`src/rtl/cpu_pkg.sv`:
```
// Shared CPU types: ALU opcodes, register-port control codes and sequencer states.
package cpu_pkg;

    typedef enum logic [3:0] {
        ALU_OP_ADD  = 4'h0,
        ALU_OP_SUB  = 4'h1,
        ALU_OP_AND  = 4'h2,
        ALU_OP_OR   = 4'h3,
        ALU_OP_XOR  = 4'h4,
        ALU_OP_NOT  = 4'h5,
        ALU_OP_SHL  = 4'h6,
        ALU_OP_SHR  = 4'h7,
        ALU_OP_ASHR = 4'h8
    } alu_op_t;

    typedef enum logic [1:0] {
        REG_OP_NONE  = 2'b00,
        REG_OP_READ  = 2'b01,
        REG_OP_WRITE = 2'b10
    } reg_op_t;

    typedef enum logic [1:0] {
        IDLE = 2'd0,
        READ = 2'd1,
        EXEC = 2'd2
    } seq_state_t;

    function automatic logic op_is_legal(input logic [3:0] op);
        return op <= ALU_OP_ASHR;
    endfunction

    // Only ADD and SUB drive a meaningful overflow; for every other op the ALU output is X.
    function automatic logic op_sets_ovf(input logic [3:0] op);
        return (op == ALU_OP_ADD) || (op == ALU_OP_SUB);
    endfunction

endpackage

```
`src/rtl/regfile.sv`:
```
// NREGS x WIDTH register file: three asynchronous read ports, one write port.
// Build option REGFILE_ZERO_R0_EN makes r0 a constant zero (writes dropped, reads return 0).
module regfile #(
    parameter int WIDTH = 8,
    parameter int NREGS = 4,
    localparam int AW   = $clog2(NREGS)
) (
    input  logic             clk,
    input  logic             rst_n,
    input  logic             we,
    input  logic [AW-1:0]    waddr,
    input  logic [WIDTH-1:0] wdata,
    input  logic [AW-1:0]    raddr_a,
    input  logic [AW-1:0]    raddr_b,
    input  logic [AW-1:0]    raddr_c,
    output logic [WIDTH-1:0] rdata_a,
    output logic [WIDTH-1:0] rdata_b,
    output logic [WIDTH-1:0] rdata_c
);

    logic [WIDTH-1:0] mem [NREGS];
    logic             wr_ok;

`ifdef REGFILE_ZERO_R0_EN
    assign wr_ok   = we && (waddr != '0);
    assign rdata_a = (raddr_a == '0) ? '0 : mem[raddr_a];
    assign rdata_b = (raddr_b == '0) ? '0 : mem[raddr_b];
    assign rdata_c = (raddr_c == '0) ? '0 : mem[raddr_c];
`else
    assign wr_ok   = we;
    assign rdata_a = mem[raddr_a];
    assign rdata_b = mem[raddr_b];
    assign rdata_c = mem[raddr_c];
`endif

    // NOTE: the array is reset because architectural registers must read 0 after reset;
    // this forces flops rather than a RAM macro, which is fine at this size.
    always_ff @(posedge clk or negedge rst_n) begin
        if (!rst_n) begin
            for (int i = 0; i < NREGS; i++) mem[i] <= '0;
        end else if (wr_ok) begin
            mem[waddr] <= wdata;
        end
    end

endmodule

```
`src/rtl/alu_operand_sequencer.sv`:
```
// Register file front-end for the ALU: IDLE -> READ -> EXEC command sequencer with write-back and flags.
// Build option REGFILE_ZERO_R0_EN is honoured inside regfile.
module alu_operand_sequencer
    import cpu_pkg::*;
#(
    parameter int WIDTH = 8,
    parameter int NREGS = 4,
    localparam int AW   = $clog2(NREGS)
) (
    input  logic             clk,
    input  logic             rst_n,
    input  logic             cmd_valid,
    output logic             cmd_ready,
    input  logic [3:0]       cmd_op,
    input  logic [AW-1:0]    cmd_dst,
    input  logic [AW-1:0]    cmd_src_a,
    input  logic [AW-1:0]    cmd_src_b,
    output logic             done,
    output logic             err,
    input  logic             ld_en,
    output logic             ld_ready,
    input  logic [AW-1:0]    ld_addr,
    input  logic [WIDTH-1:0] ld_data,
    input  logic [AW-1:0]    rd_addr,
    output logic [WIDTH-1:0] rd_data,
    output logic [WIDTH-1:0] alu_a,
    output logic [WIDTH-1:0] alu_b,
    output logic [3:0]       alu_mode,
    output reg_op_t          alu_control,
    input  logic [WIDTH-1:0] alu_result,
    input  logic             alu_overflow,
    input  logic             alu_zero,
    output logic             flag_zero,
    output logic             flag_ovf
);

    seq_state_t       state;
    logic [3:0]       op_q;
    logic [AW-1:0]    dst_q, src_a_q, src_b_q;
    logic [WIDTH-1:0] rf_a, rf_b;
    logic             busy, accept, wb_en, rf_we;
    logic [AW-1:0]    rf_waddr;
    logic [WIDTH-1:0] rf_wdata;

    assign busy      = (state != IDLE);
    assign cmd_ready = !busy;
    assign ld_ready  = !busy;
    assign accept    = cmd_valid && !busy;
    assign wb_en     = (state == EXEC) && op_is_legal(op_q);

    // Loads only happen in IDLE and write-back only in EXEC, so the shared port never collides.
    assign rf_we    = wb_en || (ld_en && !busy);
    assign rf_waddr = wb_en ? dst_q : ld_addr;
    assign rf_wdata = wb_en ? alu_result : ld_data;

    regfile #(.WIDTH(WIDTH), .NREGS(NREGS)) u_regfile (
        .clk     (clk),
        .rst_n   (rst_n),
        .we      (rf_we),
        .waddr   (rf_waddr),
        .wdata   (rf_wdata),
        .raddr_a (src_a_q),
        .raddr_b (src_b_q),
        .raddr_c (rd_addr),
        .rdata_a (rf_a),
        .rdata_b (rf_b),
        .rdata_c (rd_data)
    );

    // NOTE: all state below uses non-blocking assignments so every flop samples pre-edge values.
    always_ff @(posedge clk or negedge rst_n) begin
        if (!rst_n) begin
            state <= IDLE;
        end else begin
            case (state)
                IDLE:    if (accept) state <= READ;
                READ:    state <= EXEC;
                EXEC:    state <= IDLE;
                default: state <= IDLE;
            endcase
        end
    end

    always_ff @(posedge clk or negedge rst_n) begin
        if (!rst_n) begin
            op_q    <= '0;
            dst_q   <= '0;
            src_a_q <= '0;
            src_b_q <= '0;
        end else if (accept) begin
            op_q    <= cmd_op;
            dst_q   <= cmd_dst;
            src_a_q <= cmd_src_a;
            src_b_q <= cmd_src_b;
        end
    end

    always_ff @(posedge clk or negedge rst_n) begin
        if (!rst_n) begin
            done      <= 1'b0;
            err       <= 1'b0;
            flag_zero <= 1'b0;
            flag_ovf  <= 1'b0;
        end else begin
            done <= (state == EXEC);
            err  <= (state == EXEC) && !op_is_legal(op_q);
            if (wb_en) begin
                flag_zero <= alu_zero;
                flag_ovf  <= op_sets_ovf(op_q) ? alu_overflow : 1'b0;
            end
        end
    end

    // Operands come straight from the register file; nothing writes it during READ/EXEC,
    // so they stay stable through both cycles.
    // NOTE: every output gets a default first so no path can infer a latch.
    always_comb begin
        alu_a       = '0;
        alu_b       = '0;
        alu_mode    = ALU_OP_NOT;
        alu_control = REG_OP_NONE;
        if (state == READ || state == EXEC) begin
            alu_a       = rf_a;
            alu_b       = rf_b;
            alu_mode    = op_q;
            alu_control = (state == READ) ? REG_OP_READ : REG_OP_WRITE;
        end
    end

endmodule

```
`config.mk`:
```
export PLATFORM = sky130hd
export DESIGN_NAME = alu_operand_sequencer
export DESIGN_NICKNAME = d
export VERILOG_FILES = /design/src/rtl/cpu_pkg.sv /design/src/rtl/regfile.sv /design/src/rtl/alu_operand_sequencer.sv
export SDC_FILE = /design/constraint.sdc
export NUM_CORES = 1
export LEC_CHECK = 0
export ABC_AREA = 1
export CORE_MARGIN = 8
export CORE_UTILIZATION = 45
export DETAILED_ROUTE_END_ITERATION = 8
export GPL_TIMING_DRIVEN = 0
export PLACE_DENSITY_LB_ADDON = 0.25
export SLEW_MARGIN = 10
export SYNTH_ARGS = -nofsm -noshare
export SYNTH_HDL_FRONTEND = slang
export SYNTH_HIERARCHICAL = 1
export SYNTH_SLANG_ARGS = --single-unit
```
`constraint.sdc`:
```
create_clock -name clk -period 1.6 [get_ports clk]
set_input_delay 0.48 -clock clk [delete_from_list [all_inputs] [get_ports clk]]
set_output_delay 0.48 -clock clk [all_outputs]
set_load 0.03 [all_outputs]
```
Yosys cells after proc, flatten, opt, wreduce, memory -nomap -nowiden

Cells that the tools add are included.

Flip-flop bits (word level): 48
Input bits: 36
Output and inout bits: 36
Logic and storage cells: 62

$lt $le $gt $ge: 6
Equal/unequal tests: 4
Muxes and demuxes: 22
Bitwise operators: 4
Reduce and logical (&&, ||, !) cells: 13

Operator list:

| cell                                                                         | number |
|---|---|
| 8-bit 2-to-1 mux                                                             | 10 |
| 8-bit binary-select mux with 2-bit select                                    | 3 |
| 32-bit bitwise mux                                                           | 1 |
| 8-bit demux with 2-bit select                                                | 1 |
| 3-bit greater-or-equal comparator, second input constant                     | 4 |
| 2-bit NOT with 3-bit output                                                  | 4 |
| 2-bit 2-to-1 mux                                                             | 4 |
| 1-bit logical AND                                                            | 5 |
| 4-bit by 1-bit == test with 1-bit output, second input constant              | 1 |
| 4-bit less-or-equal comparator, second input constant                        | 1 |
| 4-bit zero test                                                              | 1 |
| 4-bit 2-to-1 mux                                                             | 1 |
| 2-bit one-hot mux with 2 select lines                                        | 1 |
| 1-bit logical OR                                                             | 3 |
| 3-bit by 1-bit less-than comparator with 1-bit output, second input constant | 1 |
| 2-bit by 1-bit == test with 1-bit output, second input constant              | 1 |
| 2-bit == test, second input constant                                         | 1 |
| 1-bit zero test                                                              | 2 |
| 2-bit zero test                                                              | 1 |
| 2-bit != test, second input constant                                         | 1 |
| 2-bit nonzero test                                                           | 1 |
| 1-bit 2-to-1 mux                                                             | 1 |

Logic depth before layout (Yosys ltp)

Depth after elaboration: 9
Gate-level depth with buffers: 12
Mapped depth without buffers: 10

Hierarchy

Netlist, hierarchy kept.

By module, submodules not included:

| module                | times used | cells an instance | area an instance (sq um) | sequential area each (sq um) |
|---|---|---|---|---|
| regfile               | 1          | 359               | 2316.0                   | 800.8 |
| alu_operand_sequencer | 1          | 149               | 1007.2                   | 400.4 |

Least setup slack after synthesis

OpenSTA, ideal clock, no wires.

Path type: flip-flop to flip-flop
Start: register state[0]
End: register u_regfile/mem[24] (netlist name)
Setup time: 0.116 ns
Arrival time: 1.804 ns
Data required time: 1.484 ns
Path slack: -0.321 ns
Stages on the path, launching flop included: 12
Path buffers: 2
Period minus slack after synthesis: 1.921 ns
Cell sequence: dfrtp_1 > inv_1 > ha_1 > nand2_4 > buf_6 > nand2_1 > nand2_1 > buf_6 > nor2_8 > nand2_4 > nand2_1 > nand2_1

Cells in the longest elaborated chain, start to end: 9
Elaborated cells between the ends (all ways): 15
Classes of those cells: 2 x order compare; 1 x eq/ne; 5 x mux; 1 x bitwise; 6 x reduce/logical

RTL lines:

| item                                                                                                                                    | RTL line                    | text |
|---|---|---|
| start, declared                                                                                                                         | alu_operand_sequencer.sv:37 | `seq_state_t state;` |
| start signal, assigned                                                                                                                  | alu_operand_sequencer.sv:73 | `state <= IDLE;` |
| start signal, assigned                                                                                                                  | alu_operand_sequencer.sv:76 | `IDLE: if (accept) state <= READ;` |
| start signal, assigned                                                                                                                  | alu_operand_sequencer.sv:77 | `READ: state <= EXEC;` |
| 2-bit == test *                                                                                                                         | alu_operand_sequencer.sv:49 | `assign wb_en = (state == EXEC) && op_is_legal(op_q);` |
| 1-bit logical AND *                                                                                                                     | alu_operand_sequencer.sv:49 |  |
| 2-bit 2-to-1 mux *                                                                                                                      | alu_operand_sequencer.sv:53 | `assign rf_waddr = wb_en ? dst_q : ld_addr;` |
| via rf_waddr[0]                                                                                                                         | alu_operand_sequencer.sv:42 | `logic [AW-1:0] rf_waddr;` |
| 2-bit NOT with 3-bit output (implied by the code) *                                                                                     | regfile.sv:42               | `mem[waddr] <= wdata;` |
| 3-bit greater-or-equal comparator (implied by the code) / 3-bit by 1-bit less-than comparator with 1-bit output (equally long branches) | regfile.sv:42               |  |
| 1-bit logical AND (implied by the code)                                                                                                 | regfile.sv:42               |  |
| 8-bit 2-to-1 mux (implied by the code)                                                                                                  | regfile.sv:42               |  |
| 8-bit demux with 2-bit select *                                                                                                         | regfile.sv:42               |  |
| 32-bit bitwise mux *                                                                                                                    | regfile.sv:42               |  |
| end signal, assigned by index                                                                                                           | regfile.sv:42               |  |
| end, declared                                                                                                                           | regfile.sv:21               | `logic [WIDTH-1:0] mem [NREGS];` |

Mark *: on every way through the listed nets, which the timed path passes. The rest lies on a longest branch.
A chain may end at the register's enable or synchronous reset.

Worst setup path in the final report

Start: register state[1]
End: output alu_a[7]

Cells in the longest elaborated chain, start to end: 3
Elaborated cells between the ends (all ways): 4
Classes of those cells: 2 x eq/ne; 1 x mux; 1 x reduce/logical

RTL lines:

| item                                                                             | RTL line                     | text |
|---|---|---|
| 2-bit by 1-bit == test with 1-bit output / 2-bit == test (equally long branches) | alu_operand_sequencer.sv:122 | `if (state == READ \|\| state == EXEC) begin` |
| 1-bit logical OR *                                                               | alu_operand_sequencer.sv:122 |  |
| 8-bit 2-to-1 mux *                                                               | alu_operand_sequencer.sv:122 |  |
| end, declared                                                                    | alu_operand_sequencer.sv:26  | `output logic [WIDTH-1:0] alu_a,` |

Mark *: on every way between the ends. The rest lies on a longest branch, timed or not.

==> results_tabular.tex <==
\begin{tabular}{lr}
\hline
Metric & Value \\
\hline
\multicolumn{2}{l}{\textbf{Setup path}} \\
Worst EP arrival & 1.52 ns \\
Critical path fanouts, max & 5 \\
Startpoint type of the worst setup path & register \\
Setup Crit Path Kind & register to output port \\
Crit path capture type & output port \\
Worst EP required & 1.12 ns \\
\multicolumn{2}{l}{\textbf{Die}} \\
Die outline height & 101.9 um \\
Total core area & 7214 um2 \\
Cell Rows & 31 \\
I/O pin total & 72 \\
Die Width & 101.9 um \\
Initial core utilization & 46.06\% \\
Die area & 10390 um2 \\
\multicolumn{2}{l}{\textbf{Timing}} \\
Max-slew violations & 0 \\
Fmax & 499.3 MHz \\
Worst Setup Slack, final & -0.4028 ns \\
RSZ-0062 raised after global routing & yes \\
Transition time of the tightest slew-check pin & 0.3084 ns \\
Maximum clock skew at final layout & 0.007836 ns \\
Share of the clock period used by the worst path & 125.2\% \\
Final-layout worst hold slack & 0.05032 ns \\
Minimum clock period & 2.003 ns \\
Final setup violation count & 63 \\
Remaining max-slew budget at the tightest pin & 79.44\% \\
Number of hold-slack violations in the final timing report & 0 \\
\multicolumn{2}{l}{\textbf{Global routing}} \\
Total global routing overflow & 0 \\
GR Util met3 & 3.134\% \\
Global router's overall resource usage & 20.88\% \\
Met1 track utilization from global routing & 25.57\% \\
Highest-utilization routing layer at the global route stage & met2 \\
Antenna violations before repair & 0 \\
Pin count of the biggest net entering global routing & 38 \\
Number of global-route vias before repair & 3550 \\
Global Route met2 Usage & 36.72\% \\
Global-route wire length before repair & 17270 um \\
\multicolumn{2}{l}{\textbf{Yosys}} \\
Fraction of post-synthesis cell area in the top cell type by area & 36.14\% \\
Post-synthesis register bit count & 48 \\
Proportion of synthesized chip area in sequential cells & 36.14\% \\
Synthesized area divided by synthesized cell count & 6.542 um2 \\
Syn Std Cell Area & 3323 um2 \\
Post-synth EDFFs & 0 \\
Commonest cells post-synth & 237 x nand2\_1, 76 x nand3\_1, 67 x inv\_1 \\
Number of distinct library cells after synthesis & 20 \\
Fraction of synthesis flops using an asynchronous set or reset pin & 100.0\% \\
Leading cell type by number of instances after synthesis & nand2\_1 \\
Most instantiated flip-flop cell in the synthesis netlist & dfrtp\_1 \\
Number of cells produced by synthesis & 508 \\
Top cells by area, synth & dfrtp\_1 36\%, nand2\_1 27\%, nand3\_1 11\% \\
Synth warn & 6 \\
Cell type contributing the most total cell area after synthesis & dfrtp\_1 \\
Synthesized net count & 547 \\
\multicolumn{2}{l}{\textbf{Clock tree}} \\
Clock-pin slew on the worst setup and hold paths & 0.09 ns \\
Clock Path Buffers & 2 \\
Root Buffer Master & clkbuf\_8 \\
TritonCTS buffer count & 5 \\
Deepest level of the CTS H-tree & 2 \\
TritonCTS clock tree & yes \\
Cts hold-fix bufs & 0 \\
Sink count of the clock tree & 48 \\
Worst skew pair latency & 0.31 ns \\
\multicolumn{2}{l}{\textbf{Placed design}} \\
Placed inst area & 4225 um2 \\
Routability congestion estimate from global placement & 0.9145 \\
DPL Wire Length & 7498 um \\
Post-place setup slack & -0.6807 ns \\
Port bufs & 68 \\
\multicolumn{2}{l}{\textbf{Drt}} \\
Total number of vias & 4099 \\
Final ANT Viol Nets & 0 \\
First DRT Iteration DRCs & 339 \\
Residual DRC & 0 \\
Routed wire length & 13100 um \\
Drt pass-1 iters & 5 \\
Average wire length per cell after detail routing & 17.49 um \\
Post-detailed-route via-to-cell ratio & 5.473 \\
\multicolumn{2}{l}{\textbf{Final layout}} \\
ANT cells & 0 \\
End-of-flow core utilization & 79.92\% \\
Number of nets in the layout & 688 \\
Final Cell Area & 5766 um2 \\
Synthesis-to-finish area growth & 73.49\% \\
Fraction of layout instances using a drive strength above 1 & 55.08\% \\
Number of inserted filler cells in the final layout & 423 \\
\multicolumn{2}{l}{\textbf{Power}} \\
Leakage power of the design & 3.018 nW \\
Power density normalized to cell area & 2319 nW/um2 \\
Worst IR Drop VDD & 1186 uV \\
\multicolumn{2}{l}{\textbf{Run}} \\
Max-cap violation count & 0 \\
\multicolumn{2}{l}{\textbf{Run status}} \\
Failing checks & negative setup slack \\
Run status & complete, but fails checks \\
\multicolumn{2}{l}{\textbf{Worst hold path}} \\
Path category of the worst min-delay check & input pin to asynchronous set/reset pin \\
\hline
\end{tabular}
metal layers:
layer	up-vias	part of all wire, %
li1	1853	-
met1	1932	37
met2	258	51
met3	56	7.4
met4	0	4.0
met5	-	0
final timing paths:
check	from	endpoint	slack (ns)	cells past startpoint
max in group asynchronous	rst_n	done	1.05	2
min in group clk	cmd_valid	op_q[1]	0.50	3
max reg2reg	state[0]	u_regfile/mem[27]	-0.17	11
max	state[1]	alu_a[7]	-0.40	6
min	rst_n	u_regfile/mem[8]	0.05	1
min reg2reg	flag_ovf	flag_ovf	0.50	2
power by group:
part           internal, mW  total (mW)  switching, mW
logic                  4.34        9.96           5.62
clock network         0.781        1.20          0.417
registers              1.76        2.21          0.459
worst max-delay path, cell delays in order (launching register included):
cell	delay, ns
dfrtp_1	0.38
inv_2	0.07
ha_4	0.35
clkbuf_16	0.18
nand2_1	0.07
inv_2	0.05
buf_6	0.12
state kept, by name, summed over array words and instances (netlist names):
signal,flops
u_regfile/mem,32
op_q,4
dst_q,2
src_a_q,2
src_b_q,2
state,2
done,1
err,1
flag_ovf,1
flag_zero,1
through the flow:
stage / total power [mW] / instances / TNS [ns]
after floorplan: 6.505 / 508 / -0.03066
after global placement: 8.353 / 675 / -83.41
after detailed placement: 8.459 / 676 / -23.14
after CTS: 11.17 / 716 / -7.420
after global routing: 14.04 / 749 / -14.86
final: 13.37 / 749 / -11.16
layout by cell type, fill, tap and decap left out, types with 2 or more instances in the layout:
master             n
nand3_1           39
inv_2             52
buf_2              2
buf_6             53
nand4_1           16
buf_8              5
nor2_1             4
bufinv_16          3
dfrtp_1           48
dlygate4sd2_1      4
nand2_2           93
inv_8              2
nand2_4           14
clkbuf_8           5
inv_1             12
inv_4              2
buf_12             9
clkbuf_16          3
nand3_4            5
o21ai_0            2
nand2_1          134
buf_4             51
a21oi_1            2
ha_4               3
nand3_2           35
o21ai_2            8
clkdlybuf4s50_1   31
clkinvlp_4         2
inv_6              2
nand2_8            4
what timing repair did:
action,CTS,global route
cloned,5,3
endpoints found under the setup margin,68,64
pin swaps,24,46
setup buffers,28,30
endpoints found under the hold margin,0,0
gates resized for setup,334,137
area by class of cell:
class                   instances  area (um2)  share of cell area [%]
flip-flops and latches         48        1201                   20.83
plain buffers                  26       340.3                   5.903
clock buffers                   5       68.82                   1.194
repair buffers                134        1360                   23.59
well taps                      99       123.9                   2.148
inverters                      72       307.8                   5.339
multi-input cells             362        2273                   39.43
clock inverters                 3       90.09                   1.562
cells by family after synthesis:
group	synth area share (%)
and+or+nand+nor	46.01
buffers and inverters	14.01
DFF	36.14
AOI/OAI and AO/OA	2.711
adders and majority gates	1.130
(Power assumes the default switching activity.)
